$ cat config.mk
export PLATFORM = sky130hd
export DESIGN_NAME = itcm_loader
export DESIGN_NICKNAME = d
export VERILOG_FILES = /design/src/rtl/itcm_loader.sv
export SDC_FILE = /design/constraint.sdc
export NUM_CORES = 1
export LEC_CHECK = 0
export BUFFER_PORTS_ARGS = -buffer_cell sky130_fd_sc_hd__buf_2
export CAP_MARGIN = 20
export CORE_UTILIZATION = 51
export CTS_BUF_LIST = sky130_fd_sc_hd__clkbuf_2
export CTS_CLUSTER_DIAMETER = 150
export DETAILED_ROUTE_END_ITERATION = 10
export PLACE_DENSITY = 0.83
export REMOVE_ABC_BUFFERS = 1
export SLEW_MARGIN = 40
export SYNTH_ARGS = -nofsm -noshare
export SYNTH_HDL_FRONTEND = slang
export SYNTH_SLANG_ARGS = --single-unit
$ cat constraint.sdc
create_clock -name clk -period 2.7 [get_ports clk]
set_clock_uncertainty 0.15 [all_clocks]
set_input_delay 0.135 -clock clk [delete_from_list [all_inputs] [get_ports clk]]
set_output_delay 0.135 -clock clk [all_outputs]
set_load 0.005 [all_outputs]
$ cat src/rtl/itcm_loader.sv
// Purpose  : packs a little-endian byte stream into DW-bit words and writes them to ITCM, one command at a time.
// Latency  : MW byte cycles + 1 CMD cycle + 1 RSP cycle per word (minimum); done pulses one cycle after the last response.
// Backpress: ld_ready drops while a word is in flight; cmd_addr/cmd_wdata hold until cmd_ready; rsp_ready only in RSP.
//
// Ports:
//   clk, rst                    clock, synchronous active-high reset
//   ld_start/ld_base/ld_words   load request (sampled in IDLE only)
//   ld_valid/ld_ready/ld_data   byte stream in
//   cmd_*                       write command out (single outstanding)
//   rsp_valid/rsp_ready/rsp_rdata  write response in (rdata ignored)
//   core_hold, busy, done       status
module itcm_loader #(
    parameter int AW    = 16,
    parameter int DW    = 32,
    parameter int MW    = DW / 8,
    parameter int CNT_W = 16
) (
    input  logic             clk,
    input  logic             rst,
    input  logic             ld_start,
    input  logic [AW-1:0]    ld_base,
    input  logic [CNT_W-1:0] ld_words,
    input  logic             ld_valid,
    output logic             ld_ready,
    input  logic [7:0]       ld_data,
    output logic             cmd_valid,
    input  logic             cmd_ready,
    output logic             cmd_read,
    output logic [AW-1:0]    cmd_addr,
    output logic [DW-1:0]    cmd_wdata,
    output logic [MW-1:0]    cmd_wmask,
    input  logic             rsp_valid,
    output logic             rsp_ready,
    input  logic [DW-1:0]    rsp_rdata,
    output logic             core_hold,
    output logic             busy,
    output logic             done
);

    localparam int IW = (MW > 1) ? $clog2(MW) : 1;

    typedef enum logic [2:0] {
        S_IDLE,
        S_COLLECT,
        S_CMD,
        S_RSP,
        S_DONE
    } state_t;

    state_t           r_state;
    state_t           w_next;
    logic [AW-1:0]    r_addr;
    logic [DW-1:0]    r_wdata;
    logic [IW-1:0]    r_idx;
    logic [CNT_W-1:0] r_remain;

    logic w_byte_acc;
    logic w_last_byte;
    logic w_unused_rdata;

    assign w_byte_acc     = ld_valid & ld_ready;
    assign w_last_byte    = (r_idx == IW'(MW - 1));
    assign w_unused_rdata = ^rsp_rdata;

    // State register
    always_ff @(posedge clk) begin
        if (rst) r_state <= S_IDLE;
        else     r_state <= w_next;
    end

    // Next-state logic
    always_comb begin
        w_next = r_state;
        case (r_state)
            S_IDLE: begin
                if (ld_start) w_next = (ld_words != '0) ? S_COLLECT : S_DONE;
            end
            S_COLLECT: begin
                if (w_byte_acc && w_last_byte) w_next = S_CMD;
            end
            S_CMD: begin
                if (cmd_ready) w_next = S_RSP;
            end
            S_RSP: begin
                // r_remain still holds the pre-decrement count here
                if (rsp_valid) w_next = (r_remain == CNT_W'(1)) ? S_DONE : S_COLLECT;
            end
            S_DONE:  w_next = S_IDLE;
            default: w_next = S_IDLE;
        endcase
    end

    // Address / data / counters
    always_ff @(posedge clk) begin
        if (rst) begin
            r_addr   <= '0;
            r_wdata  <= '0;
            r_idx    <= '0;
            r_remain <= '0;
        end else begin
            case (r_state)
                S_IDLE: begin
                    if (ld_start && ld_words != '0) begin
                        // force word alignment: drop the byte-lane bits of the base
                        r_addr   <= ld_base & ~AW'(MW - 1);
                        r_remain <= ld_words;
                        r_idx    <= '0;
                    end
                end
                S_COLLECT: begin
                    if (w_byte_acc) begin
                        r_wdata[8*r_idx +: 8] <= ld_data;
                        r_idx <= w_last_byte ? '0 : r_idx + 1'b1;
                    end
                end
                S_RSP: begin
                    if (rsp_valid) begin
                        r_remain <= r_remain - 1'b1;
                        r_addr   <= r_addr + AW'(MW);   // wraps modulo 2^AW
                    end
                end
                default: ;
            endcase
        end
    end

    assign ld_ready  = (r_state == S_COLLECT);
    assign cmd_valid = (r_state == S_CMD);
    assign cmd_read  = 1'b0;
    assign cmd_addr  = r_addr;
    assign cmd_wdata = r_wdata;
    assign cmd_wmask = cmd_valid ? {MW{1'b1}} : '0;
    assign rsp_ready = (r_state == S_RSP);
    assign busy      = (r_state != S_IDLE);
    assign core_hold = (r_state != S_IDLE);
    assign done      = (r_state == S_DONE);

endmodule

==> results_dict.tcl <==
set metrics [dict create \
    grt_pass1_wl_um 16100 \
    path_clk_slew_ns 0.23 \
    place_congestion 0.857 \
    crit_type "primary input to flip-flop" \
    critPathSlowestCell "dlygate4sd3_1" \
    synthToLayoutAreaGrowth_pct 30.2 \
    reg2reg_depth 7 \
    slew_headroom 0.485 \
    row_count 30 \
    drt-initial-drc-count 210 \
    overflow 0 \
    multi_input_area_um2 2010 \
    num-nets-final 691 \
    p_sw_w 0.000714 \
    p_comb_frac 0.195 \
    seq_area_frac_synth 0.375 \
    synth.area.top_cells "dfxtp_1, a21oi_1, nand2_1, nand3_1, ha_1" \
    max_stage_delay_ns 0.54 \
    yosysTopAreaCellShare 0.375 \
    yosys_warnings 0 \
    die_w_um 85.7 \
    slew_violations 0 \
    die_area_um2 7350 \
    setup-violations-final 0 \
    clock-sinks 67 \
    crit_path_end_kind "flip-flop" \
    swShare 0.329 \
    hold_violations 0 \
    irDropWorstVdd_mv 0.260 \
    h-tree-depth 3 \
    initial_core_util 0.526 \
    drt_first_pass_iters 5 \
    setup_tns_ns 0 \
    layout_min_cycle_time_ns 2.32 \
    yosys.cell_types.count 55 \
    tightest_slew_ns 0.773 \
    status "finished, final reports clean" \
    syn_area_um2 3580 \
    die_h_um 85.7 \
    port_buffers 99 \
    p_int_w 0.00146 \
    wire_per_inst_um 14.2 \
    min_to "r_idx[0]" \
    fmax_mhz 432 \
    hold_ws_ns 0.0358 \
    worstSetupStartpointType "primary input" \
    ys_ff_latch 67 \
    async_flop_share 0 \
    placeableCoreArea_um2 6790 \
    avgSynthCellArea_um2 7.48 \
    yosysTopAreaCell "dfxtp_1" \
    layout-drive-gt1-share 0.230 \
    worstHoldPathType "primary input to flip-flop" \
    finalCritPeriodShare 0.858 \
    maxCapViolations 0 \
    wirelength_um 10100 \
    postSynthCellCount 478 \
    powerDensity_nw_per_um2 467 \
    clkPwrFrac 0.303 \
    timing.rr.start "r_state[2]" \
    synth_edf_count 0 \
    diodes 0 \
    viasPerCell 5.58 \
    synth_top_flop_cell "dfxtp_1" \
    clockRootBuffer "clkbuf_2" \
    r2r-end "cmd_addr[2]" \
    ioPinCount 137 \
    required_ns 2.98 \
    drc 0 \
    worstPathArrival_ns 2.60 \
    cts_buffers 9 \
    clk_latency_ns 0.52 \
    grt_max_degree 63 \
    hold_depth 2 \
    r2r_slack_ns 0.46 \
    hold_start "rst" \
    drtAntennaViolNets 0 \
    rsz0062_at_grt "no" \
    dp_hpwl_um 6400 \
    cts_tree "built" \
    crit_chain "dlygate4sd3_1 -> buf_2 -> nor4_1 -> nand4_1 -> a31oi_4 -> buf_4 -> a21oi_1 -> a211oi_1" \
    grtUsageTotal 0.274 \
    grt_pass1_vias 3560 \
    power_frac_seq 0.502 \
    seqCellArea_um2 1340 \
    num_vias 3941 \
    antenna_found_initial 0 \
    crit_fanout 43 \
    fillers 554 \
    total_leakage_power_nw 1.96 \
    clock_path_buffers 2 \
]
[power groups by stage]
stage                     Clock [W]  Sequential, W  Combinational [W]
after CTS                  0.000666        0.00109           0.000417
after floorplan                   0        0.00110           0.000206
after detailed placement          0        0.00111           0.000368
after global placement            0        0.00111           0.000355
after global routing       0.000701        0.00110           0.000466
final                      0.000658        0.00109           0.000424
[synthesized netlist by cell type (all sizes together), types with 3 or more instances]
master  number
nor2        24
o32ai        5
and3         4
dfxtp       67
nand3b       3
inv          9
nand4        8
nor4         5
a21oi       76
buf         19
and2         5
or2          3
o21a         3
nor3        15
nand2b       6
a31oi        6
a211oi       4
nor3b        8
clkbuf      21
ha           8
a21o         7
o21ai       22
nand3       46
nand2       78
[layout by cell type, fill, tap and decap left out, types with 7 or more instances in the layout]
master and n:
clkbuf_2 9, nand4_1 7, o21ai_0 20, buf_2 99, nor2_1 24, dlygate4sd3_1 42, nor3_1 14, inv_1 8
nor3b_1 8, dfxtp_1 67, nand2_1 78, nand3_1 46, ha_1 8, a21oi_1 76, a21o_1 7, buf_4 12
[sequential cells by signal, summed over array words and instances, names as in the netlist]
register	count
r_remain	16
cmd_wdata	32
cmd_addr	14
r_state	3
r_idx	2
[critical path, delay by kind of cell]
family,cells,cell delay [ns]
AND/OR/NAND/NOR,2,0.73
buffers and inverters,3,1.07
AO/OA/AOI/OAI,3,0.65
[worst max-delay path by stage]
stage	to	startpoint	depth (start not counted)	slack, ns
final	cmd_addr[2]	ld_words[0]	8	0.38
after global routing	cmd_addr[2]	ld_words[8]	8	0.22
after CTS	cmd_addr[9]	ld_words[0]	8	0.55
after detailed placement	r_remain[14]	ld_words[8]	7	0.55
after global placement	r_remain[13]	ld_words[0]	7	0.57
after floorplan	r_remain[13]	r_state[2]	6	-0.18
[routing by layer]
| layer | vias up | track usage | part of all wire |
|---|---|---|---|
| li1 | 1962 | - | - |
| met1 | 1790 | 0.337 | 0.44 |
| met2 | 165 | 0.473 | 0.48 |
| met3 | 24 | 0.0520 | 0.059 |
| met4 | 0 | 0.108 | 0.021 |
| met5 | - | 0 | 0 |
[layout make-up]
cell class                 count  area share
timing repair buffer         154       0.220
clock buffer                   9     0.00967
sequential                    67       0.288
tap                           96      0.0258
clock inverter                 7      0.0177
multi-input combinational    364       0.431
inverter                       9     0.00725
[metrics by stage]
step | setup WS (ns) | power, W | instances | util | area (um^2)
after floorplan | -0.182 | 0.00131 | 440 | - | 3380
after CTS | 0.549 | 0.00217 | 706 | 0.685 | 4660
after global placement | 0.566 | 0.00146 | 648 | 0.605 | 4110
final | 0.384 | 0.00217 | 706 | 0.685 | 4660
after global routing | 0.222 | 0.00227 | 706 | 0.685 | 4660
after detailed placement | 0.548 | 0.00148 | 648 | 0.605 | 4110
[cells by family (layout without fill, tap and decap cells)]
kind of cell	Yosys count	after routing	synth area share
simple gates	214	214	0.295
compound gates	139	139	0.235
fa+ha+maj	8	8	0.0280
other cells	1	3	0.00105
flops	67	67	0.375
buf+inv	49	179	0.0654
[timing repair]
action	in CTS	in global routing
buffers inserted	0	0
hold buffers	42	0
setup endpoints to repair	0	0
gates resized for setup	0	0
hold endpoints to repair	66	0
No activity file was read; power rests on OpenSTA's default activity.
